<file path="src/rtl/lm32_trace_ctrl_pkg.sv">
// Shared encodings for the LM32 retired-instruction trace controller.
package lm32_trace_ctrl_pkg;

    localparam logic [1:0] ST_IDLE  = 2'd0;
    localparam logic [1:0] ST_ARMED = 2'd1;
    localparam logic [1:0] ST_POST  = 2'd2;
    localparam logic [1:0] ST_DONE  = 2'd3;

    function automatic logic capture_state(input logic [1:0] st);
        return (st == ST_ARMED) || (st == ST_POST);
    endfunction

endpackage

</file>
<file path="src/rtl/lm32_trace_ctrl_ram.sv">
// Trace buffer storage: one write port, synchronous read port whose output
// register returns to zero whenever no read is issued.
module lm32_trace_ctrl_ram #(
    parameter int ADDR_W = 6,
    parameter int DATA_W = 62
) (
    input  logic              clk,
    input  logic              rst_n,
    input  logic              wr_en,
    input  logic [ADDR_W-1:0] wr_addr,
    input  logic [DATA_W-1:0] wr_data,
    input  logic              rd_en,
    input  logic [ADDR_W-1:0] rd_addr,
    output logic [DATA_W-1:0] rd_data
);

    logic [DATA_W-1:0] mem_r [0:(1<<ADDR_W)-1];

    // Array write, intentionally without reset.
    always_ff @(posedge clk) begin
        if (wr_en) begin
            mem_r[wr_addr] <= wr_data;
        end
    end

    // Read register with one-cycle latency.
    always_ff @(posedge clk or negedge rst_n) begin
        if (!rst_n) begin
            rd_data <= '0;
        end else if (rd_en) begin
            rd_data <= mem_r[rd_addr];
        end else begin
            rd_data <= '0;
        end
    end

endmodule

</file>
<file path="src/rtl/lm32_trace_ctrl.sv">
// Retired-instruction trace controller: follows D-stage instructions to W,
// captures committed {pc, instruction} pairs and replays the frozen history.
module lm32_trace_ctrl
    import lm32_trace_ctrl_pkg::*;
#(
    parameter int DEPTH_LOG2 = 6,
    parameter int PC_WIDTH   = 30
) (
    input  logic                     clk_i,
    input  logic                     rst_n_i,
    input  logic                     stall_x,
    input  logic                     stall_m,
    input  logic                     valid_w,
    input  logic                     kill_w,
    input  logic [31:0]              instruction_d,
    input  logic [PC_WIDTH-1:0]      pc_w,
    input  logic                     arm_i,
    input  logic                     stop_i,
    input  logic                     trig_en_i,
    input  logic [PC_WIDTH-1:0]      trig_pc_i,
    input  logic [DEPTH_LOG2:0]      post_count_i,
    input  logic                     rd_req_i,
    output logic                     rd_ack_o,
    output logic [PC_WIDTH+31:0]     rd_data_o,
    output logic                     rd_last_o,
    output logic [1:0]               state_o,
    output logic [DEPTH_LOG2:0]      count_o
);

    localparam int                    ENTRY_W = PC_WIDTH + 32;
    localparam logic [DEPTH_LOG2:0]   FULL    = {1'b1, {DEPTH_LOG2{1'b0}}};
    localparam logic [DEPTH_LOG2:0]   CNT_ONE = {{DEPTH_LOG2{1'b0}}, 1'b1};
    localparam logic [DEPTH_LOG2-1:0] PTR_ONE = {{(DEPTH_LOG2-1){1'b0}}, 1'b1};
    localparam logic [DEPTH_LOG2-1:0] PTR_MAX = {DEPTH_LOG2{1'b1}};

    logic [31:0]           instruction_x_r, instruction_m_r, instruction_w_r;
    logic [1:0]            state_r;
    logic [DEPTH_LOG2-1:0] wptr_r;
    logic                  wrapped_r;
    logic [DEPTH_LOG2:0]   count_r, remaining_r, rd_idx_r;
    logic                  rd_ack_r, rd_last_r;

    logic                  retire_s, write_s, match_s, rd_issue_s;
    logic [DEPTH_LOG2-1:0] oldest_s, rd_addr_s;
    logic [DEPTH_LOG2:0]   rd_idx_next_s;

    // Retire qualification, trigger compare and read-pointer arithmetic.
    always_comb begin
        retire_s      = valid_w && !kill_w;
        write_s       = retire_s && capture_state(state_r) && !arm_i;
        match_s       = trig_en_i && (pc_w == trig_pc_i);
        oldest_s      = wrapped_r ? wptr_r : '0;
        rd_addr_s     = oldest_s + rd_idx_r[DEPTH_LOG2-1:0];
        rd_idx_next_s = rd_idx_r + CNT_ONE;
        rd_issue_s    = (state_r == ST_DONE) && rd_req_i && (rd_idx_r < count_r) && !arm_i;
    end

    // Instruction shadow of the X/M/W pipeline registers.
    always_ff @(posedge clk_i or negedge rst_n_i) begin
        if (!rst_n_i) begin
            instruction_x_r <= '0;
            instruction_m_r <= '0;
            instruction_w_r <= '0;
        end else begin
            if (!stall_x) begin
                instruction_x_r <= instruction_d;
            end
            if (!stall_m) begin
                instruction_m_r <= instruction_x_r;
            end
            instruction_w_r <= instruction_m_r;
        end
    end

    // Capture pointers, arm/trigger/post state machine and readout progress.
    always_ff @(posedge clk_i or negedge rst_n_i) begin
        if (!rst_n_i) begin
            state_r     <= ST_IDLE;
            wptr_r      <= '0;
            wrapped_r   <= 1'b0;
            count_r     <= '0;
            remaining_r <= '0;
            rd_idx_r    <= '0;
        end else if (arm_i) begin
            state_r     <= ST_ARMED;
            wptr_r      <= '0;
            wrapped_r   <= 1'b0;
            count_r     <= '0;
            remaining_r <= '0;
            rd_idx_r    <= '0;
        end else begin
            if (write_s) begin
                wptr_r  <= wptr_r + PTR_ONE;
                count_r <= (wrapped_r || (wptr_r == PTR_MAX)) ? FULL : {1'b0, wptr_r + PTR_ONE};
                if (wptr_r == PTR_MAX) begin
                    wrapped_r <= 1'b1;
                end
            end
            if (rd_issue_s) begin
                rd_idx_r <= rd_idx_next_s;
            end
            case (state_r)
                ST_ARMED: begin
                    // A stop freezes capture even when the same retire matches.
                    if (stop_i) begin
                        state_r <= ST_DONE;
                    end else if (write_s && match_s) begin
                        if (post_count_i == '0) begin
                            state_r <= ST_DONE;
                        end else begin
                            state_r     <= ST_POST;
                            remaining_r <= post_count_i;
                        end
                    end
                end
                ST_POST: begin
                    if (stop_i) begin
                        state_r <= ST_DONE;
                    end else if (write_s) begin
                        remaining_r <= remaining_r - CNT_ONE;
                        if (remaining_r == CNT_ONE) begin
                            state_r <= ST_DONE;
                        end
                    end
                end
                ST_DONE: begin
                    if (rd_ack_r && rd_last_r) begin
                        state_r <= ST_IDLE;
                    end
                end
                default: begin
                    state_r <= ST_IDLE;
                end
            endcase
        end
    end

    // Read handshake flags aligned with the RAM read latency.
    always_ff @(posedge clk_i or negedge rst_n_i) begin
        if (!rst_n_i) begin
            rd_ack_r  <= 1'b0;
            rd_last_r <= 1'b0;
        end else begin
            rd_ack_r  <= rd_issue_s;
            rd_last_r <= rd_issue_s && (rd_idx_next_s == count_r);
        end
    end

    lm32_trace_ctrl_ram #(
        .ADDR_W (DEPTH_LOG2),
        .DATA_W (ENTRY_W)
    ) u_ram (
        .clk     (clk_i),
        .rst_n   (rst_n_i),
        .wr_en   (write_s),
        .wr_addr (wptr_r),
        .wr_data ({pc_w, instruction_w_r}),
        .rd_en   (rd_issue_s),
        .rd_addr (rd_addr_s),
        .rd_data (rd_data_o)
    );

    assign rd_ack_o  = rd_ack_r;
    assign rd_last_o = rd_last_r;
    assign state_o   = state_r;
    assign count_o   = count_r;

endmodule

</file>
<file path="config.mk">
export PLATFORM = sky130hd
export DESIGN_NAME = lm32_trace_ctrl
export DESIGN_NICKNAME = d
export VERILOG_FILES = /design/src/rtl/lm32_trace_ctrl_pkg.sv /design/src/rtl/lm32_trace_ctrl_ram.sv /design/src/rtl/lm32_trace_ctrl.sv
export SDC_FILE = /design/constraint.sdc
export NUM_CORES = 2
export LEC_CHECK = 0
export CORE_MARGIN = 4
export CORE_UTILIZATION = 46
export CTS_CLUSTER_DIAMETER = 120
export DETAILED_ROUTE_END_ITERATION = 7
export GPL_TIMING_DRIVEN = 0
export PLACE_DENSITY = 0.6
export SETUP_SLACK_MARGIN = 0.05
export SYNTH_ARGS = -nofsm -noshare
export SYNTH_HDL_FRONTEND = slang
export SYNTH_SLANG_ARGS = --single-unit
export TNS_END_PERCENT = 20
</file>
<file path="constraint.sdc">
create_clock -name clk_i -period 9.32 [get_ports clk_i]
set_input_delay 2.796 -clock clk_i [delete_from_list [all_inputs] [get_ports clk_i]]
set_output_delay 2.796 -clock clk_i [all_outputs]
set_load 0.01 [all_outputs]
</file>
== Yosys cells after proc, flatten, opt, wreduce, memory -nomap -nowiden ==
Memories as Yosys holds them, arrays and structs flattened.
Cells that the tools add are included.
Storage, ports and cells
  output and inout bits: 73
  memories kept: 1
  memory bits (writable): 3968
  input bits: 109
  register bits after elaboration: 190
Memories
  u_ram.mem_r: words 64, width 62, read ports 1, clocked after Yosys merged registers in 0, write ports 1, RTL line lm32_trace_ctrl_ram.sv:17  | logic [DATA_W-1:0] mem_r [0:(1<<ADDR_W)-1];
Operators by class
  equal/unequal tests: 16
  $lt $le $gt $ge: 1
  $add $sub $neg: 4
  reduce and logical (&&, ||, !) cells: 22
  multiplexer cells: 30
Operators by type and width (number)
  $mux W7: 11
  $mux W62: 1
  $eq A30 B30 Y1: 1
  $mux W6: 3
  $mux W2: 7
  $pmux W7 S2: 1
  $ne A3 B3 Y1 const B: 4
  $logic_and A1 B1 Y1: 10
  $ne A4 B3 Y1 const B: 2
  $add A7 B1 Y7 const B: 1
  $eq A7 B1 Y1 const B: 1
  $eq A7 B7 Y1: 1
  $logic_not A7 Y1: 1
  $lt A7 B7 Y1: 1
  $sub A7 B1 Y7 const B: 1
  $add A6 B1 Y6 const B: 1
  $add A6 B6 Y6: 1
  $eq A6 B6 Y1 const B: 1
  $mux W1: 6
  $ne A3 B2 Y1 const B: 2
  $pmux W2 S3: 1
  $reduce_and A6 Y1: 1
  $reduce_bool A2 Y1: 3
  $eq A2 B2 Y1 const B: 2
  other kinds (7): 9

== Logic depth before layout (Yosys ltp) ==
  depth in word-level cells: 9
  depth in mapped cells: 14
  gate-level depth less buffers: 11

== By module ==
From an unflattened synthesis, not the netlist that was laid out.
Second synthesis, totals
  cells, all modules: 6877
  area total of the unflattened synthesis: 158929.9 um2
Modules (own cells, without submodules)
  lm32_trace_ctrl_ram: area an instance 153170.7 um2, times used 1, cells an instance 6404, sequential area each 120705.8 um2
  lm32_trace_ctrl: area an instance 5759.3 um2, times used 1, cells an instance 473, sequential area each 3203.1 um2

== Worst setup path before layout ==
No wires, ideal clock.
  path kind: input to register
  start: in kill_w
  end: mem u_ram.mem_r[61][0] (enable)
  arrival: 6.251 ns
  cell stages on the path: 5
  path slack: 2.587 ns
  path through: nor2_1 and2_1 clkbuf_1 nand4_1 nor2_1
Between the ends
  longest elaborated chain between the ends: 6
RTL lines
  start: declaration: RTL line lm32_trace_ctrl.sv:14  | input logic kill_w,
  $logic_not A1 Y1: RTL line lm32_trace_ctrl.sv:49  | retire_s = valid_w && !kill_w;
  $logic_and A1 B1 Y1: RTL line lm32_trace_ctrl.sv:49
  $logic_and A1 B1 Y1 (2 in a row): RTL line lm32_trace_ctrl.sv:50  | write_s = retire_s && capture_state(state_r) && !arm_i;
  $mux W1: RTL line lm32_trace_ctrl_ram.sv:21  | if (wr_en) begin
  $mux W1 (not written as such): RTL line lm32_trace_ctrl_ram.sv:22  | mem_r[wr_addr] <= wr_data;
  end: declaration: RTL line lm32_trace_ctrl_ram.sv:17
No other way between the ends.

== Worst setup path after layout ==
  start: in pc_w[10]
  end: reg remaining_r[0]
Between the ends
  longest elaborated chain between the ends: 5
RTL lines
  start: declaration: RTL line lm32_trace_ctrl.sv:16  | input logic [PC_WIDTH-1:0] pc_w,
  $eq A30 B30 Y1: RTL line lm32_trace_ctrl.sv:51  | match_s = trig_en_i && (pc_w == trig_pc_i);
  $logic_and A1 B1 Y1: RTL line lm32_trace_ctrl.sv:51
  $logic_and A1 B1 Y1: RTL line lm32_trace_ctrl.sv:107  | end else if (write_s && match_s) begin
  $ne A3 B2 Y1 (no line)
  $reduce_and A6 Y1 (no line)
  end signal: assignment: RTL line lm32_trace_ctrl.sv:112  | remaining_r <= post_count_i;
  end signal: assignment: RTL line lm32_trace_ctrl.sv:120  | remaining_r <= remaining_r - CNT_ONE;
  end: declaration: RTL line lm32_trace_ctrl.sv:40  | logic [DEPTH_LOG2:0] count_r, remaining_r, rd_idx_r;
No other way between the ends.
A chain may end at the register's enable or synchronous reset.

==> flow_summary.ini <==
[outcome]
status = completed

[setup_path]
cp_num_buf_inv = 1
cp-end-kind = flip-flop
critical_path_peak_fanout = 65
max_stage_delay_ns = 1.25
startpoint_type = input port
startpoint = pc_w[10]
arrival_ns = 7.24
critPathKind = in2reg
crit_family = simple AND/OR/NAND/NOR gates
crit_chain = buf_2, xnor2_1, nand4_1, nor4_1, a41oi_1, nor2_1, o21ai_0, o311ai_0
r2r_start = wrapped_r
critPathSlowestCell = nor4_1
required_ns = 10.17

[clock_network]
cts-root-buf = clkbuf_16
tritoncts = built
clockBufferDepth = 4
holdBufCountCts = 0
htreeDepth = 5
cts.clk_slew.worst_paths_ns = 0.06
cts_resized = 0
clock_sinks = 4158
cts_buffers = 424
postCtsSetupBuffers = 0
insertion_delay_ns = 0.98

[timing]
final-hold-violation-count = 0
final.min_clock_period_ns = 6.391
rsz0062_at_grt = false
slew-limit-headroom = 0.08150
finalSetupViolations = 0
report.final.slew_viol_count = 0
setup_tns_ns = 0
clock_skew_ns = 0.05873
fin_crit_sh = 0.6857
worst_slew_pin_slew_ns = 1.378
fmaxAchievable_mhz = 156.5

[route]
drc = 0
routed_via_density = 6.154
wirelength_um = 427000
drtIter0Drc = 10440
antenna_left = 0
dr.pass1.iters = 6
wl_per_cell_um = 34.90
dr_total_vias = 75300

[synth]
synth_area_per_cell_um2 = 24.42
async_flop_share = 0.04570
ys_seq_area_frac = 0.7843
synth_nets = 6600
ys_seq_elements = 4158
ys.flop_type = edfxtp_1
ys_top_cells_by_area = edfxtp_1, mux4_2, dfrtp_1
ys_warn_count = 0
synth_edf_count = 3968
yosysUniqueCellTypes = 52
synth_top_cell_area_share = 0.7542
syn_area_um2 = 158000
netlist_instances = 6471
yosys.area.top_type = edfxtp_1

[global_route]
grt_overflow = 0
grt_pass1_wl_um = 596000
grt_max_degree = 85
grt_pass1_vias = 76630
grt_util_all_layers = 0.2398
antenna_found_initial = 34

[finish]
drive_above_1_share = 0.3134
final_common_cell = edfxtp_1
fin_cells = 12240
syn_to_final_growth_pct = 16.62
seq_area_um2 = 123900
n_fill_cell = 25440
multi_input_area_um2 = 33060
fin_nets = 7451
final_cell_mix = edfxtp_1, mux4_2, clkbuf_16

[placed_design]
io_buffers = 179
dp.cells = 11430
gp_congestion = 0.7904
hpwl_um = 288000

[min_path]
holdCritPathClass = reg2reg
hold_start = instruction_m_r[12]

[floorplanning]
die-height_um = 594.1
dieArea_um2 = 352900
core_um2 = 340900
pin_count = 182
die_w_um = 594.1
start_util = 0.4635
rows = 214

[pwr]
ir_worst_vdd_v = 0.0001486
power.leakage_nw = 57.59
p_per_area_nw_per_um2 = 209.9

[job]
maxCapViolCount = 0
==> worst reg2reg max path: stages (launching register included) <==
cell	delay (ns)
dfrtp_1	0.32
clkbuf_1	0.33
and2_1	0.20
ha_1	0.17
inv_1	0.06
fa_1	0.46
xnor2_1	0.25
clkbuf_2	0.18
buf_12	0.18
buf_2	0.86
clkbuf_1	1.03
mux4_2	0.53
mux2i_1	0.17
o22ai_1	0.48
==> synth_stat cells (12+ instances only) <==
| library cell | number |
|---|---|
| a21oi_1 | 32 |
| a221oi_1 | 12 |
| and2_1 | 18 |
| buf_1 | 19 |
| buf_2 | 148 |
| clkbuf_1 | 172 |
| dfrtp_1 | 190 |
| edfxtp_1 | 3968 |
| ha_1 | 19 |
| inv_1 | 21 |
| mux2_2 | 66 |
| mux2i_1 | 113 |
| mux4_2 | 1216 |
| nand2_1 | 95 |
| nand3_1 | 36 |
| nor2_1 | 107 |
| o21ai_0 | 25 |
| o22ai_1 | 56 |
| xnor2_1 | 42 |
| xor2_1 | 16 |
==> area by class of cell <==
cell class,count,share of cell area
sequential,4158,0.6727
clock inverter,249,0.009901
clock buffer,544,0.06151
antenna,11,0.0001494
buffer,341,0.008095
tap,4536,0.03080
multi-input combinational,1951,0.1794
timing repair buffer,425,0.03696
inverter,21,0.0004278
==> final timing paths <==
kind,endpoint,slack [ns],cells after the start
max reg2reg,u_ram.rd_data[8],3.89,13
max,remaining_r[0],2.93,8
max in group asynchronous,u_ram.rd_data[57],6.64,2
min in group asynchronous,instruction_x_r[14],1.70,1
min,instruction_w_r[12],0.33,0
min reg2reg,instruction_w_r[12],0.33,0
==> per-layer routing <==
| metal | part of all wire | GRT usage |
|---|---|---|
| met1 | 0.40 | 0.3418 |
| met2 | 0.48 | 0.3837 |
| met3 | 0.086 | 0.04111 |
| met4 | 0.034 | 0.07313 |
| met5 | 0.00019 | 0 |
==> per-stage QoR <==
step | hold WS (ns) | util | worst slack [ns] | cell area, um2 | power, W
finish | 0.3309 | 0.5405 | 2.929 | 184200 | 0.03867
global placement | 0.3548 | 0.4854 | -4.822 | 165500 | 0.02278
CTS | 0.3307 | 0.5405 | 2.842 | 184200 | 0.03894
floorplan | 0.3486 | - | 2.587 | 158000 | 0.02213
detailed placement | 0.3572 | 0.5019 | 1.820 | 171100 | 0.02289
global route | 0.3394 | 0.5405 | 2.592 | 184200 | 0.03985
==> state kept, by name, summed over array words and instances (netlist names), 2 cells and up <==
name / flops
count_o: 7
instruction_m_r: 32
instruction_w_r: 32
instruction_x_r: 32
rd_idx_r: 7
remaining_r: 7
state_o: 2
u_ram.mem_r: 3968
u_ram.rd_data: 62
wptr_r: 6
==> power by group <==
part	switching, W	internal, W
Clock	0.00708	0.00911
Combinational	0.000751	0.000522
Sequential	0.000329	0.0209
Total	0.00816	0.0305
==> logic make-up after synthesis <==
group | count (synthesis) | synth area share
buf+inv | 362 | 0.009820
fa+ha+maj | 20 | 0.001631
xor+xnor | 59 | 0.003318
simple gates | 306 | 0.008680
flops | 4158 | 0.7843
compound gates | 171 | 0.007072
mux | 1395 | 0.1852
Power figures use the tool's default switching activity.
